`src/rtl/clk_rst_seq_pkg.sv`:
```
// Shared types and constants for the clock-generator reset/lock sequencer.
package clk_rst_pkg;

    // Encodings are visible to software through state_o, so keep them fixed.
    typedef enum logic [2:0] {
        RESET_PLL = 3'd0,
        WAIT_LOCK = 3'd1,
        STABLE    = 3'd2,
        RELEASE   = 3'd3,
        RUN       = 3'd4,
        FAULT     = 3'd5
    } state_t;

    localparam logic [7:0] LOCK_LOSS_MAX = 8'd255;

    // Saturating increment for the lock-loss statistic.
    function automatic logic [7:0] sat_inc8(input logic [7:0] v);
        return (v == LOCK_LOSS_MAX) ? v : v + 8'd1;
    endfunction

endpackage

```
`src/rtl/clk_rst_seq_sync_2ff.sv`:
```
// Two-flop synchronizer for slow, level-type inputs crossing into clk.
module sync_2ff #(
    parameter int WIDTH = 1
) (
    input  logic             clk,
    input  logic             rst_n,
    input  logic [WIDTH-1:0] d,
    output logic [WIDTH-1:0] q
);

    logic [WIDTH-1:0] meta;

    // First stage may go metastable; second stage gives it a full cycle to settle.
    always_ff @(posedge clk or negedge rst_n) begin
        if (!rst_n) begin
            meta <= '0;
            q    <= '0;
        end else begin
            meta <= d;
            q    <= meta;
        end
    end

endmodule

```
`src/rtl/clk_rst_seq.sv`:
```
// Reset and lock sequencer for the board clock generator.
//
// state     | meaning
// ----------+------------------------------------------------------------
// RESET_PLL | generator held in reset for RST_CYCLES
// WAIT_LOCK | generator running, waiting for lock up to LOCK_TIMEOUT
// STABLE    | lock seen, must stay up for STABLE_CYCLES consecutive cycles
// RELEASE   | domain resets released one by one, STAGGER_CYCLES apart
// RUN       | everything released, watching for lock loss
// FAULT     | retries exhausted; parked until restart or rst_n
//
// A single down-counter serves every timed state; each transition reloads it
// for the state being entered. Domain k goes high on the clock edge that ends
// the k*STAGGER_CYCLES-th RELEASE cycle, so dom_rst_n[0] appears one cycle
// after RELEASE is entered (the output register).
module clk_rst_seq
    import clk_rst_pkg::*;
#(
    parameter int RST_CYCLES     = 16,
    parameter int LOCK_TIMEOUT   = 62500,
    parameter int STABLE_CYCLES  = 1024,
    parameter int STAGGER_CYCLES = 8,
    parameter int NUM_DOMAINS    = 5,
    parameter int MAX_RETRY      = 3,
    parameter int CNT_W          = 16
) (
    input  logic                   clk,
    input  logic                   rst_n,
    input  logic                   restart,
    input  logic                   pll_locked_async,
    output logic                   pll_areset,
    output logic [NUM_DOMAINS-1:0] dom_rst_n,
    output logic                   all_ready,
    output logic                   fault,
    output logic [3:0]             retry_cnt,
    output logic [7:0]             lock_loss_cnt,
    output logic [2:0]             state_o
);

    localparam int IDX_W = (NUM_DOMAINS > 1) ? $clog2(NUM_DOMAINS) : 1;

    localparam logic [CNT_W-1:0] RST_LOAD     = CNT_W'(RST_CYCLES - 1);
    localparam logic [CNT_W-1:0] TIMEOUT_LOAD = CNT_W'(LOCK_TIMEOUT - 1);
    localparam logic [CNT_W-1:0] STABLE_LOAD  = CNT_W'(STABLE_CYCLES - 1);
    localparam logic [CNT_W-1:0] STAGGER_LOAD = CNT_W'(STAGGER_CYCLES - 1);
    localparam logic [IDX_W-1:0] LAST_IDX     = IDX_W'(NUM_DOMAINS - 1);
    localparam logic [3:0]       RETRY_LIMIT  = 4'(MAX_RETRY);

    logic                   lk;
    logic                   lock_lost;
    state_t                 state_q, state_d;
    logic [CNT_W-1:0]       cnt_q, cnt_d;
    logic [IDX_W-1:0]       idx_q, idx_d;
    logic [3:0]             retry_q, retry_d;
    logic [7:0]             llc_q, llc_d;
    logic [NUM_DOMAINS-1:0] dom_q, dom_d;
    logic                   pll_areset_q, all_ready_q, fault_q;

    sync_2ff #(.WIDTH(1)) u_lock_sync (
        .clk   (clk),
        .rst_n (rst_n),
        .d     (pll_locked_async),
        .q     (lk)
    );

    // Next-state, counter, and status logic; restart outranks everything.
    always_comb begin
        state_d   = state_q;
        cnt_d     = cnt_q;
        idx_d     = idx_q;
        retry_d   = retry_q;
        llc_d     = llc_q;
        dom_d     = dom_q;
        lock_lost = !lk && (state_q == RELEASE || state_q == RUN);

        // Lock loss is counted even when a simultaneous restart takes the transition.
        if (lock_lost) begin
            llc_d = sat_inc8(llc_q);
        end

        if (restart) begin
            state_d = RESET_PLL;
            cnt_d   = RST_LOAD;
            idx_d   = '0;
            retry_d = '0;
            dom_d   = '0;
        end else if (lock_lost) begin
            state_d = RESET_PLL;
            cnt_d   = RST_LOAD;
            idx_d   = '0;
            dom_d   = '0;
        end else begin
            case (state_q)
                RESET_PLL: begin
                    dom_d = '0;
                    if (cnt_q == '0) begin
                        state_d = WAIT_LOCK;
                        cnt_d   = TIMEOUT_LOAD;
                    end else begin
                        cnt_d = cnt_q - CNT_W'(1);
                    end
                end
                WAIT_LOCK: begin
                    dom_d = '0;
                    if (lk) begin
                        state_d = STABLE;
                        cnt_d   = STABLE_LOAD;
                    end else if (cnt_q == '0) begin
                        retry_d = retry_q + 4'd1;
                        if (retry_d == RETRY_LIMIT) begin
                            state_d = FAULT;
                        end else begin
                            state_d = RESET_PLL;
                            cnt_d   = RST_LOAD;
                        end
                    end else begin
                        cnt_d = cnt_q - CNT_W'(1);
                    end
                end
                STABLE: begin
                    dom_d = '0;
                    if (!lk) begin
                        // A glitch restarts qualification but is not a failed attempt.
                        state_d = WAIT_LOCK;
                        cnt_d   = TIMEOUT_LOAD;
                    end else if (cnt_q == '0) begin
                        state_d = RELEASE;
                        idx_d   = '0;
                        cnt_d   = '0;
                    end else begin
                        cnt_d = cnt_q - CNT_W'(1);
                    end
                end
                RELEASE: begin
                    if (cnt_q == '0) begin
                        for (int k = 0; k < NUM_DOMAINS; k++) begin
                            if (idx_q == IDX_W'(k)) begin
                                dom_d[k] = 1'b1;
                            end
                        end
                        if (idx_q == LAST_IDX) begin
                            state_d = RUN;
                            retry_d = '0;
                        end else begin
                            idx_d = idx_q + IDX_W'(1);
                            cnt_d = STAGGER_LOAD;
                        end
                    end else begin
                        cnt_d = cnt_q - CNT_W'(1);
                    end
                end
                RUN: begin
                    retry_d = '0;
                end
                FAULT: begin
                    dom_d = '0;
                end
                default: begin
                    state_d = RESET_PLL;
                    cnt_d   = RST_LOAD;
                    idx_d   = '0;
                    dom_d   = '0;
                end
            endcase
        end
    end

    // State, counter and registered outputs; status flags decode the next state
    // so they line up with state_o on the same edge.
    always_ff @(posedge clk or negedge rst_n) begin
        if (!rst_n) begin
            state_q      <= RESET_PLL;
            cnt_q        <= RST_LOAD;
            idx_q        <= '0;
            retry_q      <= '0;
            llc_q        <= '0;
            dom_q        <= '0;
            pll_areset_q <= 1'b1;
            all_ready_q  <= 1'b0;
            fault_q      <= 1'b0;
        end else begin
            state_q      <= state_d;
            cnt_q        <= cnt_d;
            idx_q        <= idx_d;
            retry_q      <= retry_d;
            llc_q        <= llc_d;
            dom_q        <= dom_d;
            pll_areset_q <= (state_d == RESET_PLL) || (state_d == FAULT);
            all_ready_q  <= (state_d == RUN);
            fault_q      <= (state_d == FAULT);
        end
    end

    assign pll_areset    = pll_areset_q;
    assign dom_rst_n     = dom_q;
    assign all_ready     = all_ready_q;
    assign fault         = fault_q;
    assign retry_cnt     = retry_q;
    assign lock_loss_cnt = llc_q;
    assign state_o       = state_q;

endmodule
```
`config.mk`:
```
export PLATFORM = sky130hd
export DESIGN_NAME = clk_rst_seq
export DESIGN_NICKNAME = d
export VERILOG_FILES = /design/src/rtl/clk_rst_seq_pkg.sv /design/src/rtl/clk_rst_seq_sync_2ff.sv /design/src/rtl/clk_rst_seq.sv
export SDC_FILE = /design/constraint.sdc
export NUM_CORES = 1
export LEC_CHECK = 0
export ABC_AREA = 1
export CORE_ASPECT_RATIO = 1.4
export CORE_MARGIN = 2
export CORE_UTILIZATION = 55
export DETAILED_ROUTE_END_ITERATION = 12
export PLACE_DENSITY_LB_ADDON = 0.1
export SYNTH_ARGS = -nofsm -noshare
export SYNTH_HDL_FRONTEND = slang
export SYNTH_HIERARCHICAL = 1
export SYNTH_SLANG_ARGS = --single-unit
```
`constraint.sdc`:
```
create_clock -name clk -period 3.3 [get_ports clk]
set_clock_uncertainty 0.15 [all_clocks]
set_input_delay 0.495 -clock clk [delete_from_list [all_inputs] [get_ports clk]]
set_output_delay 0.495 -clock clk [all_outputs]
set_load 0.02 [all_outputs]
```
== Word level (Yosys, flattened, before mapping) ==
Index checks and enable logic that the tools add are counted.

* ROM bits: 0
* Latch bits: 0
* Bits in writable memories: 0
* Memories: 0
* Flip-flop bits (word level): 44
* Logic and storage cells: 117
* Bits of input ports: 4
* Output and inout bits: 23

* Multiply operators: 0
* Bitwise logic cells: 1
* Order comparisons: 0
* Divide/modulo/power cells: 0
* Mux-type cells: 45
* Reduce and logical (&&, ||, !) cells: 20
* $add $sub $neg: 4
* Equality and inequality tests: 32
* Shift-type cells: 0

{| class="wikitable"
|+ Operators with widths
! kind !! count
|-
| $mux 16 || 10
|-
| $pmux 16 s5 || 1
|-
| $mux 3 || 16
|-
| $ne 4x3->1 const B || 7
|-
| $mux 4 || 6
|-
| $reduce_and 3->1 || 6
|-
| $logic_not 16->1 || 1
|-
| $sub 16x1->16 const B || 1
|-
| $eq 3x3->1 const B || 5
|-
| $mux 5 || 3
|-
| $pmux 3 s5 || 1
|-
| $eq 3x2->1 const B || 4
|-
| $pmux 4 s3 || 1
|-
| $pmux 5 s2 || 1
|-
| $logic_not 3->1 || 3
|-
| $ne 3x3->1 const B || 3
|-
| $pmux 3 s3 || 1
|-
| $add 8x1->8 const B || 1
|-
| $eq 8x8->1 const B || 1
|-
| $ne 4x4->1 const B || 2
|-
| $eq 3x1->1 const B || 2
|-
| $ne 3x1->1 const B || 2
|-
| $ne 3x2->1 const B || 2
|-
| $ne 6x5->1 const B || 1
|-
| other kinds (16) || 21
|}

== Depth between registers and ports, before layout ==
Gate-level depths: netlist of run 1.

* Depth after elaboration: 10
* Depth in mapped cells: 13
* Depth with buffers taken out: 12

== Modules after synthesis ==
Netlist of run 1, hierarchy kept.

{| class="wikitable"
|+ Modules (own cells, without submodules)
! module !! cells each !! instances !! seq. area each (sq um) !! area each (sq um)
|-
| clk_rst_seq || 408 || 1 || 1057.3 || 2824.0
|-
| sync_2ff || 2 || 1 || 50.0 || 50.0
|}

== Worst setup path after synthesis of run 1 ==
Ideal clock, no wire load.

* Path type: register -> register
* Start point: register cnt_q[0]
* End point: register dom_q[0] (netlist: dom_rst_n[0])
* Buffers on the path: 0
* Arrival: 1.721 ns
* Path slack: 1.357 ns
* Cell stages (with the launch flop): 10
* Setup time: 0.072 ns
* Clock period less this slack: 1.943 ns
* Required time: 3.078 ns
* Cells stage by stage: dfstp_2 -> inv_1 -> ha_1 -> nand2_2 -> nor2_2 -> nand2_1 -> nand2_1 -> a21oi_1 -> nor2_1 -> nor2_1

* Longest elaborated chain between the ends: 3

{| class="wikitable"
|+ RTL lines
! element !! line !! text
|-
| from (decl) || clk_rst_seq.sv:52 || <nowiki>logic [CNT_W-1:0] cnt_q, cnt_d;</nowiki>
|-
| from (signal assigned) || clk_rst_seq.sv:183 || <nowiki>cnt_q <= cnt_d;</nowiki>
|-
| $logic_not 16->1 || clk_rst_seq.sv:135 || <nowiki>if (cnt_q == '0) begin</nowiki>
|-
| $ne 4x3->1 (no source line) || n/a ||
|-
| $reduce_and 3->1 (no source line) || n/a ||
|-
| to (signal assigned) || clk_rst_seq.sv:187 || <nowiki>dom_q <= dom_d;</nowiki>
|-
| to (decl) || clk_rst_seq.sv:56 || <nowiki>logic [NUM_DOMAINS-1:0] dom_q, dom_d;</nowiki>
|}

No other way between the ends.
A chain may end at the register's enable or synchronous reset.

== Final worst setup path of run 1 ==
* Start point: register cnt_q[0]
* End point: register dom_q[2] (netlist: dom_rst_n[2])

Same word-level chain as after synthesis.

==> results of run 1 <==
## routing by layer
layer / GRT usage, % / routed length [um] / vias up
met5: 0 / 0 / -
met4: 10.2 / 180 / 0
met3: 4.03 / 235 / 16
met2: 46.4 / 3530 / 57
met1: 26.9 / 2590 / 1253
li1: - / - / 1330
## final cells by class
cell class	count	area, um^2
Clock buffer	5	68.8
Sequential cell	44	1110
Tap cell	66	82.6
Timing Repair Buffer	26	255
Clock inverter	3	46.3
Multi-Input combinational cell	307	1520
Inverter	55	206
Fill cell	511	1830
## how the worst max path moves through the flow
stage	endpoint	cells after the start	slack (ns)
after global placement	dom_rst_n[4]	9	0.87
final	dom_rst_n[2]	9	0.80
after floorplan	dom_rst_n[0]	9	1.36
after CTS	dom_rst_n[3]	9	0.78
after detailed placement	dom_rst_n[3]	9	0.79
after global routing	dom_rst_n[4]	9	0.56
## power groups by stage
stage / combinational, uW / sequential, uW / clock (uW)
floorplan: 37.0 / 574 / 0
global placement: 72.5 / 571 / 0
detailed placement: 73.5 / 571 / 0
CTS: 74.1 / 560 / 437
global route: 83.9 / 562 / 457
finish: 72.5 / 560 / 429
## metrics by stage
stage	std cells	utilization, %	power [uW]
2_1_floorplan	410	-	611
3_3_place_gp	498	61.9	643
3_5_place_dp	498	61.9	644
4_1_cts	506	64.2	1070
5_1_grt	506	64.2	1100
6_report	506	64.2	1060
## flip-flops by register name, summed over array words and instances, names as in the netlist
name and count:
cnt_q 16, lock_loss_cnt 8, dom_rst_n 5, retry_cnt 4
idx_q 3, state_o 3, all_ready 1, fault 1
pll_areset 1, u_lock_sync/meta 1, u_lock_sync/q 1
## cells by family (layout without fill, tap and decap cells)
kind of cell	Yosys count	in the layout	share of synthesized area (%)
AOI/OAI and AO/OA	35	35	7.79
xor gates and xnor gates	15	15	4.57
adders and majority gates	9	9	3.92
buffers and inverters	59	89	8.62
DFF	44	44	38.5
muxes	1	1	0.392
and+or+nand+nor	247	247	36.2
## layout by cell type (no fill, tap or decap), types with 3 or more instances in the layout
cell and instances:
nand2_1 144, inv_1 50, nor2_1 50, dfrtp_1 39
nand3_1 28, clkdlybuf4s50_1 25, o21ai_0 20, xor2_1 13
ha_1 9, nand2_2 7, nor3_1 6, inv_2 5
nand4_1 5, clkbuf_8 5, dfstp_2 5, nor2_4 3
o21ai_1 3
==> summary.md, run 1 <==
| Metric | Value |
|---|---|
| Status | `completed` |
| Die Ht | `around 90 um` |
| Combinational power share | `under 10%` |
| Post-synthesis register bit count | `between 40 and 50` |
| Final setup fails | `0` |
| Area Growth Syn to Fin | `14.3%` |
| Pre-CTS WS | `roughly 0.79 ns` |
| Crit path buffers/inverters | `1` |
| Register share of total power | `between 50% and 60%` |
| I/O Buffers | `26` |
| EDFF count, synth | `0` |
| DR WL/cell | `between 10 and 15 um` |
| Share of the synthesized area in the top cell type | `approximately 34%` |
| Vias/cell | `5.25` |
| Syn Nets | `423` |
| CTS tree | `built` |
| Worst-path clk slew | `roughly 0.090 ns` |
| Final hold vios | `0` |
| Area after DPL | `3170 um^2` |
| # hold bufs at CTS | `0` |
| Min Tclk post-route | `around 2.5 ns` |
| Fraction of layout cells with a size suffix above 1 | `under 10%` |
| Post-Synthesis Cells | `410` |
| First-pass DRT Iterations | `4` |
| Top cells by area, synth | `dfrtp_1 (34%), nand2_1 (19%), inv_1 (6.5%)` |
| R2r startpoint | `cnt_q[0]` |
| Netlist Area Pre-Place | `2870 um^2` |
| Clock Path Buffers | `2` |
| Drt first-iter violations | `roughly 160` |
| Max cap viols | `0` |
| Final instance area | `between 3000 and 4000 um^2` |
| Worst Path Required | `between 3 and 4 ns` |
| Number of nets in the layout | `452` |
| Post-CTS sizing | `0` |
| Antenna diodes | `0` |
| Vias in the first global route | `approximately 2500` |
| CP Data Arrival Time | `roughly 2.6 ns` |
| CP endpoint kind | `register` |
| Peak VDD IR | `0.252 mV` |
| Sequential share of the synthesized area | `roughly 39%` |
| Critical Path Source | `cnt_q[0]` |
| Worst slew margin | `approximately 34%` |
| HP Class | `input pin to async pin` |
| Synth Area per Inst | `roughly 7.0 um^2` |
| Yosys warning count | `6` |
| Core box area | `between 5000 and 6000 um^2` |
| Predominant post-synthesis flop cell | `dfrtp_1` |
| CP max FO | `12` |
| TNS Setup | `0 ns` |
| CP Cell Sequence | `inv_1 > ha_1 > nand2_2 > nor2_2 > nand2_1 > nand2_1 > a21oi_1 > nor2_1 > nor2_1` |
| Synth cell types | `30` |
| Hold_ws | `roughly 0.19 ns` |
| Count leader, synth | `nand2_1` |
| Via count | `2656` |
| Yosys top cell by area | `dfrtp_1` |
| Sink Count | `between 40 and 50` |
| Tcrit/Tclk final | `around three quarters` |
| Initial core utilization | `a little under three fifths` |
| Die area | `5830 um^2` |
| Die width | `between 60 and 70 um` |
| Gpl congestion | `between 0.9 and 1` |
| H-tree depth | `2` |
| Worst path slowest cell | `dfstp_2` |
| Worst Tran Pin Value | `between 0.9 and 1 ns` |
| Post-Route WL | `between 6000 and 7000 um` |
| GRT Util Overall | `between 20% and 30%` |
| Crit path kind | `register to register` |
| I/O pin total | `27` |
| Clk_lat worst skew | `0.30 ns` |
| DRC | `0` |
| Top delay family on crit path | `simple AND/OR/NAND/NOR gates` |
| Global-route wire length before repair | `11100 um` |
| Largest net degree at the start of global routing | `45` |
| PwrDens | `around 320 nW/um^2` |
| Initial antenna violation count | `0` |
| Sw frac | `24.4%` |
| Root buffer cell | `clkbuf_8` |
| Leak | `0.00176 uW` |
| Final worst slack | `roughly 0.80 ns` |
| Max incr delay on CP | `roughly 0.55 ns` |
| Cell Rows | `31` |
| Cts bufs inserted | `5` |
| Critical R2R Capture | `dom_rst_n[2]` |
| Asr flop ratio synth | `100%` |
| Final Slew Violations | `0` |
| Post-route ant nets | `0` |
| Reg-to-reg slack, setup | `0.80 ns` |
| RSZ-0062 raised after global routing | `false` |
| Post-CTS setup buffer count | `0` |
| Power Internal | `approximately 800 uW` |
| Depth of the most critical reg-to-reg path | `9` |
| HPWL after DPL | `just under 5000 um` |
| Clock power share | `roughly two fifths` |
| Switching Power | `between 200 and 300 uW` |
| Overflow after GRT | `0` |
| Critical path startpoint category | `register` |
| Fmax | `~0.4 GHz` |
| Post-synth top cells | `nand2_1 (144), inv_1 (50), nor2_1 (50)` |
No activity file was read; power rests on OpenSTA's default activity.
==> inputs of run 2 (changes only) <==
--- a/config.mk
+++ b/config.mk
@@ -8,7 +8,7 @@
 export ABC_AREA = 1
 export CORE_ASPECT_RATIO = 1.4
 export CORE_MARGIN = 2
-export CORE_UTILIZATION = 55
+export CORE_UTILIZATION = 52
 export DETAILED_ROUTE_END_ITERATION = 12
 export PLACE_DENSITY_LB_ADDON = 0.1
 export SYNTH_ARGS = -nofsm -noshare
==> constraint.sdc (replaced) <==
create_clock -name clk -period 2.1 [get_ports clk]
set_clock_uncertainty 0.15 [all_clocks]
set_input_delay 0.315 -clock clk [delete_from_list [all_inputs] [get_ports clk]]
set_output_delay 0.315 -clock clk [all_outputs]
set_load 0.02 [all_outputs]
==> run 2 against run 1 <==
  * Combinational power up 100%
  * Register-to-register slack worse by 0.69 ns
  * Highest routed layer unchanged
  * Worst setup slack worse by 0.69 ns
  * Global-route usage up 2.8 points
  * Via count up 5.5%
  * Clock power up 25%
==> summary.md, run 2 (synthesis gave the netlist of run 1 again) <==
| Metric | Value |
|---|---|
| Status | `completed` |
| Inst Count DP | `522 (+4.8%)` |
| Worst-path clk slew | `0.09 ns (about the same)` |
| Crit path buffers/inverters | `2 (+1)` |
| Cts bufs inserted | `5 (unchanged)` |
| Fmax | `0.502 GHz (+26%)` |
| Fin util | `66.5% (+2.3 points)` |
| Clock Path Buffers | `2 (unchanged)` |
| CP max FO | `5 (-7)` |
| Number of nets in the layout | `481 (+6.4%)` |
| Max reg flops | `16 (unchanged)` |
| DR WL/cell | `14.1 um (+8.8%)` |
| Commonest cells after routing, fill and taps aside | `nand2_1 (139), inv_1 (48), nor2_1 (45)` |
| Overflow after GRT | `0 (unchanged)` |
| Clk_lat worst skew | `0.30 ns (about the same)` |
| Die area | `6150 um^2 (+5.5%)` |
| Final Slew Violations | `0 (unchanged)` |
| PwrDens | `435 nW/um^2 (+35%)` |
| Max cap viols | `0 (unchanged)` |
| Gpl congestion | `0.976 (+0.11%)` |
| Post-Route WL | `7550 um (+15%)` |
| CP endpoint kind | `register` |
| Antenna diodes | `0 (unchanged)` |
| Core box area | `5410 um^2 (+5.6%)` |
| Critical path startpoint category | `register` |
| Filler-free cell count of the finished design | `537 (+6.1%)` |
| Tcrit/Tclk final | `94.9% (+19 points)` |
| Largest register by flop count | `cnt_q` |
| Fraction of layout cells with a size suffix above 1 | `17.7% (+9.1 points)` |
| I/O Buffers | `26 (unchanged)` |
| Largest net degree at the start of global routing | `45 (unchanged)` |
| GRT Util Overall | `27.3% (+2.8 points)` |
| First-pass DRT Iterations | `4 (unchanged)` |
| HPWL after DPL | `5710 um (+16%)` |
| Root buffer cell | `clkbuf_8` |
| Initial antenna violation count | `0 (unchanged)` |
| Worst Path Required | `2.18 ns (-1.21 ns)` |
| Peak VDD IR | `0.384 mV (+52%)` |
| Worst path slowest cell | `dfrtp_2` |
| DRC | `0 (unchanged)` |
| Worst Tran Pin Value | `0.561 ns (-0.434 ns)` |
| Die width | `66.8 um (+2.7%)` |
| Drt first-iter violations | `128 (-19%)` |
| Sink Count | `44 (unchanged)` |
| HP Class | `register to register` |
| CTS tree | `built` |
| Post-route ant nets | `0 (unchanged)` |
| CP Data Arrival Time | `2.08 ns (-0.51 ns)` |
| Cell Rows | `32 (+3.2%)` |
| Final setup fails | `0 (unchanged)` |
| Critical path's most frequent cell | `nand2_1` |
| Final hold vios | `0 (unchanged)` |
| Crit path kind | `register to register` |
| Min Tclk post-route | `1.99 ns (-0.509 ns)` |
| Die Ht | `92.0 um (+2.7%)` |
| Global-route wire length before repair | `12600 um (+14%)` |
| Leak | `0.00189 uW (+7.7%)` |
| Max incr delay on CP | `0.46 ns (-0.09 ns)` |
| I/O pin total | `27 (unchanged)` |
| Vias/cell | `5.22 (-0.59%)` |
| Via count | `2802 (+5.5%)` |
| Top delay family on crit path | `compound AO/OA/AOI/OAI gates` |
| Commonest non-fill, non-tap cell in the layout | `nand2_1` |
| Initial core utilization | `53.2% (-3.0 points)` |
| CP Cell Sequence | `ha_1 > nand2_1 > nand2_1 > nor2_2 > nand2_2 > o21ai_4 > a21boi_4 > buf_4 > o21ai_0 > inv_1` |
| Vias in the first global route | `2809 (+12%)` |
| Worst slew margin | `62.6% (+29 points)` |
| Area Growth Syn to Fin | `25.1%` |
| H-tree depth | `2 (unchanged)` |
run 2: area by class of cell:
cell class,count,area [um^2]
Multi-Input combinational cell,307,1590
Timing Repair Buffer,55,513
Fill cell,497,1810
Inverter,55,206
Tap cell,68,85.1
Sequential cell,44,1110
Clock inverter,2,12.5
Clock buffer,6,72.6
run 2: worst register-to-register path, stage by stage (launching register included):
cell and delay (ns):
dfrtp_2 0.46, ha_1 0.22, nand2_1 0.07, nand2_1 0.08
nor2_2 0.14, nand2_2 0.10, o21ai_4 0.25, a21boi_4 0.11
buf_4 0.15, o21ai_0 0.15, inv_1 0.05
run 2: worst paths after layout:
check | start | to | slack [ns] | cells past startpoint
setup / recovery | retry_cnt[0] | cnt_q[2] | 0.11 | 10
hold / removal | u_lock_sync/meta | u_lock_sync/q | 0.21 | 0
setup reg to reg | retry_cnt[0] | cnt_q[2] | 0.11 | 10
hold reg to reg | u_lock_sync/meta | u_lock_sync/q | 0.21 | 0
max in group asynchronous | rst_n | state_o[2] | 0.91 | 3
min in group asynchronous | rst_n | cnt_q[9] | 0.44 | 3
run 2: through the flow:
stage | area (um^2) | power (uW) | hold WS, ns | setup WS (ns) | TNS, ns
floorplan | 2870 | 960 | -0.131 | 0.157 | 0
global placement | 3350 | 1020 | 0.184 | 0.00817 | 0
detailed placement | 3350 | 1020 | 0.193 | -0.0543 | -0.322
CTS | 3450 | 1550 | 0.217 | 0.00440 | 0
global route | 3590 | 1630 | 0.223 | -0.00462 | -0.00836
finish | 3590 | 1560 | 0.213 | 0.107 | 0
run 2: per-layer routing:
layer / part of all wire, % / global-route usage (%) / routed length [um]
met5: 0 / 0 / 0
met1: 38 / 28.5 / 2850
met3: 2.8 / 4.17 / 211
met2: 52 / 48.2 / 3950
met4: 7.0 / 19.0 / 532
run 2: repair_timing:
item | 4_1_cts | 5_1_grt
resized for setup | 1 | 25
gates cloned | 0 | 0
setup endpoints to repair | 11 | 34
endpoints found under the hold margin | 39 | 0
hold buffers | 1 | 0
pin swaps | 0 | 7
setup buffers | 0 | 6
run 2: report_power, final:
group          switching [uW]  internal, uW
Clock                     303           233
Sequential               17.3           865
Combinational            87.6          58.3
==> inputs of run 3 (changes only) <==
--- a/config.mk
+++ b/config.mk
@@ -10,8 +10,9 @@
 export CORE_MARGIN = 2
 export CORE_UTILIZATION = 52
 export DETAILED_ROUTE_END_ITERATION = 12
-export PLACE_DENSITY_LB_ADDON = 0.1
+export PLACE_DENSITY = 0.76
 export SYNTH_ARGS = -nofsm -noshare
 export SYNTH_HDL_FRONTEND = slang
 export SYNTH_HIERARCHICAL = 1
 export SYNTH_SLANG_ARGS = --single-unit
+export TNS_END_PERCENT = 5
==> run 3 against run 2 <==
  * Utilization down 1.1 points
  * Hold slack worse by 0.0090 ns
  * Routed wire length up 0.41%
  * Flip-flop and latch count unchanged
  * Maximum frequency down 0.87%
  * Clock power up 32%
  * Global-route usage down 0.73 points
  * Worst setup slack worse by 0.018 ns
  * Combinational power down 5%
  * Sequential share of layout area up 0.47 points
  * Non-clock buffer count down 7
==> summary.md, run 3 (synthesis gave the netlist of run 1 again) <==
| Metric | Value |
|---|---|
| Met1 Resource Use GR | `28.2% (-0.32 points)` |
| Clock Path Buffers | `2 (unchanged)` |
| Initial antenna violation count | `0 (unchanged)` |
| Reg-to-reg slack, setup | `0.09 ns (-0.02 ns)` |
| Drt first-iter violations | `182 (+42%)` |
| DRC | `0 (unchanged)` |
| Status | `completed` |
| Power Internal | `1310 uW (+13%)` |
| DR WL/cell | `14.3 um (+1.5%)` |
| Register share of total power | `51.0% (-5.4 points)` |
| RSZ-0062 raised after global routing | `true` |
| Max cap viols | `0 (unchanged)` |
| CP endpoint kind | `register` |
| I/O pin total | `27 (unchanged)` |
| Final worst slack | `0.0899 ns (-0.0176 ns)` |
| GR Util met3 | `4.79% (+0.61 points)` |
| CP max FO | `10 (+5)` |
| Critical path startpoint category | `register` |
| Cell Rows | `32 (unchanged)` |
| GRT Util Overall | `26.6% (-0.73 points)` |
| Sink Count | `44 (unchanged)` |
| Global-route wire length before repair | `12500 um (-0.98%)` |
| H-tree depth | `2 (unchanged)` |
| Worst Tran Pin Value | `0.540 ns (-0.0217 ns)` |
| Commonest non-fill, non-tap cell in the layout | `nand2_1` |
| Fmax | `0.497 GHz (-0.87%)` |
| Initial core utilization | `53.2% (unchanged)` |
| Final Slew Violations | `0 (unchanged)` |
| Pwr Total | `1720 uW (+10%)` |
| Die area | `6150 um^2 (unchanged)` |
| Switching Power | `416 uW (+2.0%)` |
| Most used routing layer | `met2` |
| Cts bufs inserted | `5 (unchanged)` |
| Pre-CTS WS | `-0.0507 ns (+0.00363 ns)` |
| Commonest cells after routing, fill and taps aside | `nand2_1 (144), inv_1 (49), nor2_1 (46)` |
| Worst slew margin | `64.0% (+1.4 points)` |
| PwrDens | `488 nW/um^2 (+12%)` |
| Post-CTS setup buffer count | `0 (unchanged)` |
| Number of nets in the layout | `475 (-1.2%)` |
| Max reg flops | `16 (unchanged)` |
| Overflow after GRT | `0 (unchanged)` |
| Largest net degree at the start of global routing | `22 (-51%)` |
| Vias in the first global route | `2820 (+0.39%)` |
| Root buffer cell | `clkbuf_8` |
| Sw frac | `24.2% (-1.9 points)` |
| I/O Buffers | `26 (unchanged)` |
| Peak VDD IR | `0.428 mV (+12%)` |
| Post-Route WL | `7580 um (+0.41%)` |
| Vias/cell | `5.32 (+2.0%)` |
| First-pass DRT Iterations | `4 (unchanged)` |
| CP Data Arrival Time | `2.09 ns (about the same)` |
| Final hold vios | `0 (unchanged)` |
| Fraction of layout cells with a size suffix above 1 | `15.3% (-2.4 points)` |
| HPWL after DPL | `5750 um (+0.64%)` |
| Via count | `2825 (+0.82%)` |
| Tcrit/Tclk final | `95.7% (+0.84 points)` |
| Die Ht | `92.0 um (unchanged)` |
| Worst Path Required | `2.18 ns (about the same)` |
| Final setup fails | `0 (unchanged)` |
| CTS tree | `built` |
| Die width | `66.8 um (unchanged)` |
| Clk_lat worst skew | `0.31 ns (about the same)` |
| Antenna diodes | `0 (unchanged)` |
| Area Growth Syn to Fin | `22.9%` |
| Crit path kind | `register to register` |
| Min Tclk post-route | `2.01 ns (+0.0176 ns)` |
| Combinational power share | `8.0% (-1.3 points)` |
| Worst-path clk slew | `0.09 ns (about the same)` |
| Core box area | `5410 um^2 (unchanged)` |
| Gpl congestion | `1.00 (+2.9%)` |
| Clock power share | `41.0% (+6.7 points)` |
| HP Class | `register to register` |
| Largest register by flop count | `cnt_q` |
| Leak | `0.00190 uW (+0.12%)` |
| Post-route ant nets | `0 (unchanged)` |
| Global routing usage on met2 | `47.3% (-0.83 points)` |
run 3: worst paths after layout:
check                                   endpoint  cells after the start              from
max in group asynchronous       lock_loss_cnt[4]                      3             rst_n
worst min register to register     u_lock_sync/q                      0  u_lock_sync/meta
min in group asynchronous               cnt_q[9]                      2             rst_n
worst max register to register          cnt_q[1]                     10          cnt_q[0]
worst max-delay path                    cnt_q[1]                     10          cnt_q[0]
worst min-delay path               u_lock_sync/q                      0  u_lock_sync/meta
run 3: area by class of cell:
cell class                 count  area, um^2
tap                           68        85.1
clock buffer                   6        82.6
clock inverter                 2        38.8
sequential                    44        1110
timing repair buffer          48         423
multi-input combinational    308        1590
fill                         506        1870
inverter                      55         206
run 3: repair_timing:
action,4_1_cts,5_1_grt
hold endpoints to repair,14,0
hold buffers,1,0
cloned,0,1
setup endpoints to repair,12,31
pin swaps,0,1
resized for setup,2,15
run 3: per-stage QoR:
| step | hold WS [ns] | cell area, um^2 | TNS, ns | util (%) | cells |
|---|---|---|---|---|---|
| detailed placement | 0.161 | 3330 | -0.296 | 61.6 | 521 |
| finish | 0.204 | 3530 | 0 | 65.4 | 531 |
| floorplan | -0.131 | 2870 | 0 | - | 410 |
| global route | 0.226 | 3530 | -0.0886 | 65.4 | 531 |
| CTS | 0.208 | 3470 | 0 | 64.3 | 530 |
| global placement | 0.154 | 3330 | -0.000646 | 61.6 | 521 |
run 3: routing by layer:
metal | routed length (um) | up-vias
li1 | - | 1377
met1 | 2850 | 1334
met2 | 4030 | 84
met3 | 305 | 30
met4 | 391 | 0
met5 | 0 | -
run 3: worst max-delay path, cell delays in order (launching register included):
cell	delay, ns
dfstp_2	0.56
inv_2	0.05
ha_2	0.19
nand2_2	0.08
buf_4	0.13
nor2_4	0.05
nand3_4	0.11
nor2_4	0.08
a21boi_4	0.30
o21ai_1	0.12
o21ai_0	0.11
run 3: power groups by stage:
stage | clock network, uW | registers (uW) | logic [uW]
finish | 706 | 879 | 138
global route | 747 | 882 | 156
CTS | 715 | 879 | 138
detailed placement | 0 | 895 | 135
global placement | 0 | 894 | 133
floorplan | 0 | 901 | 58.2
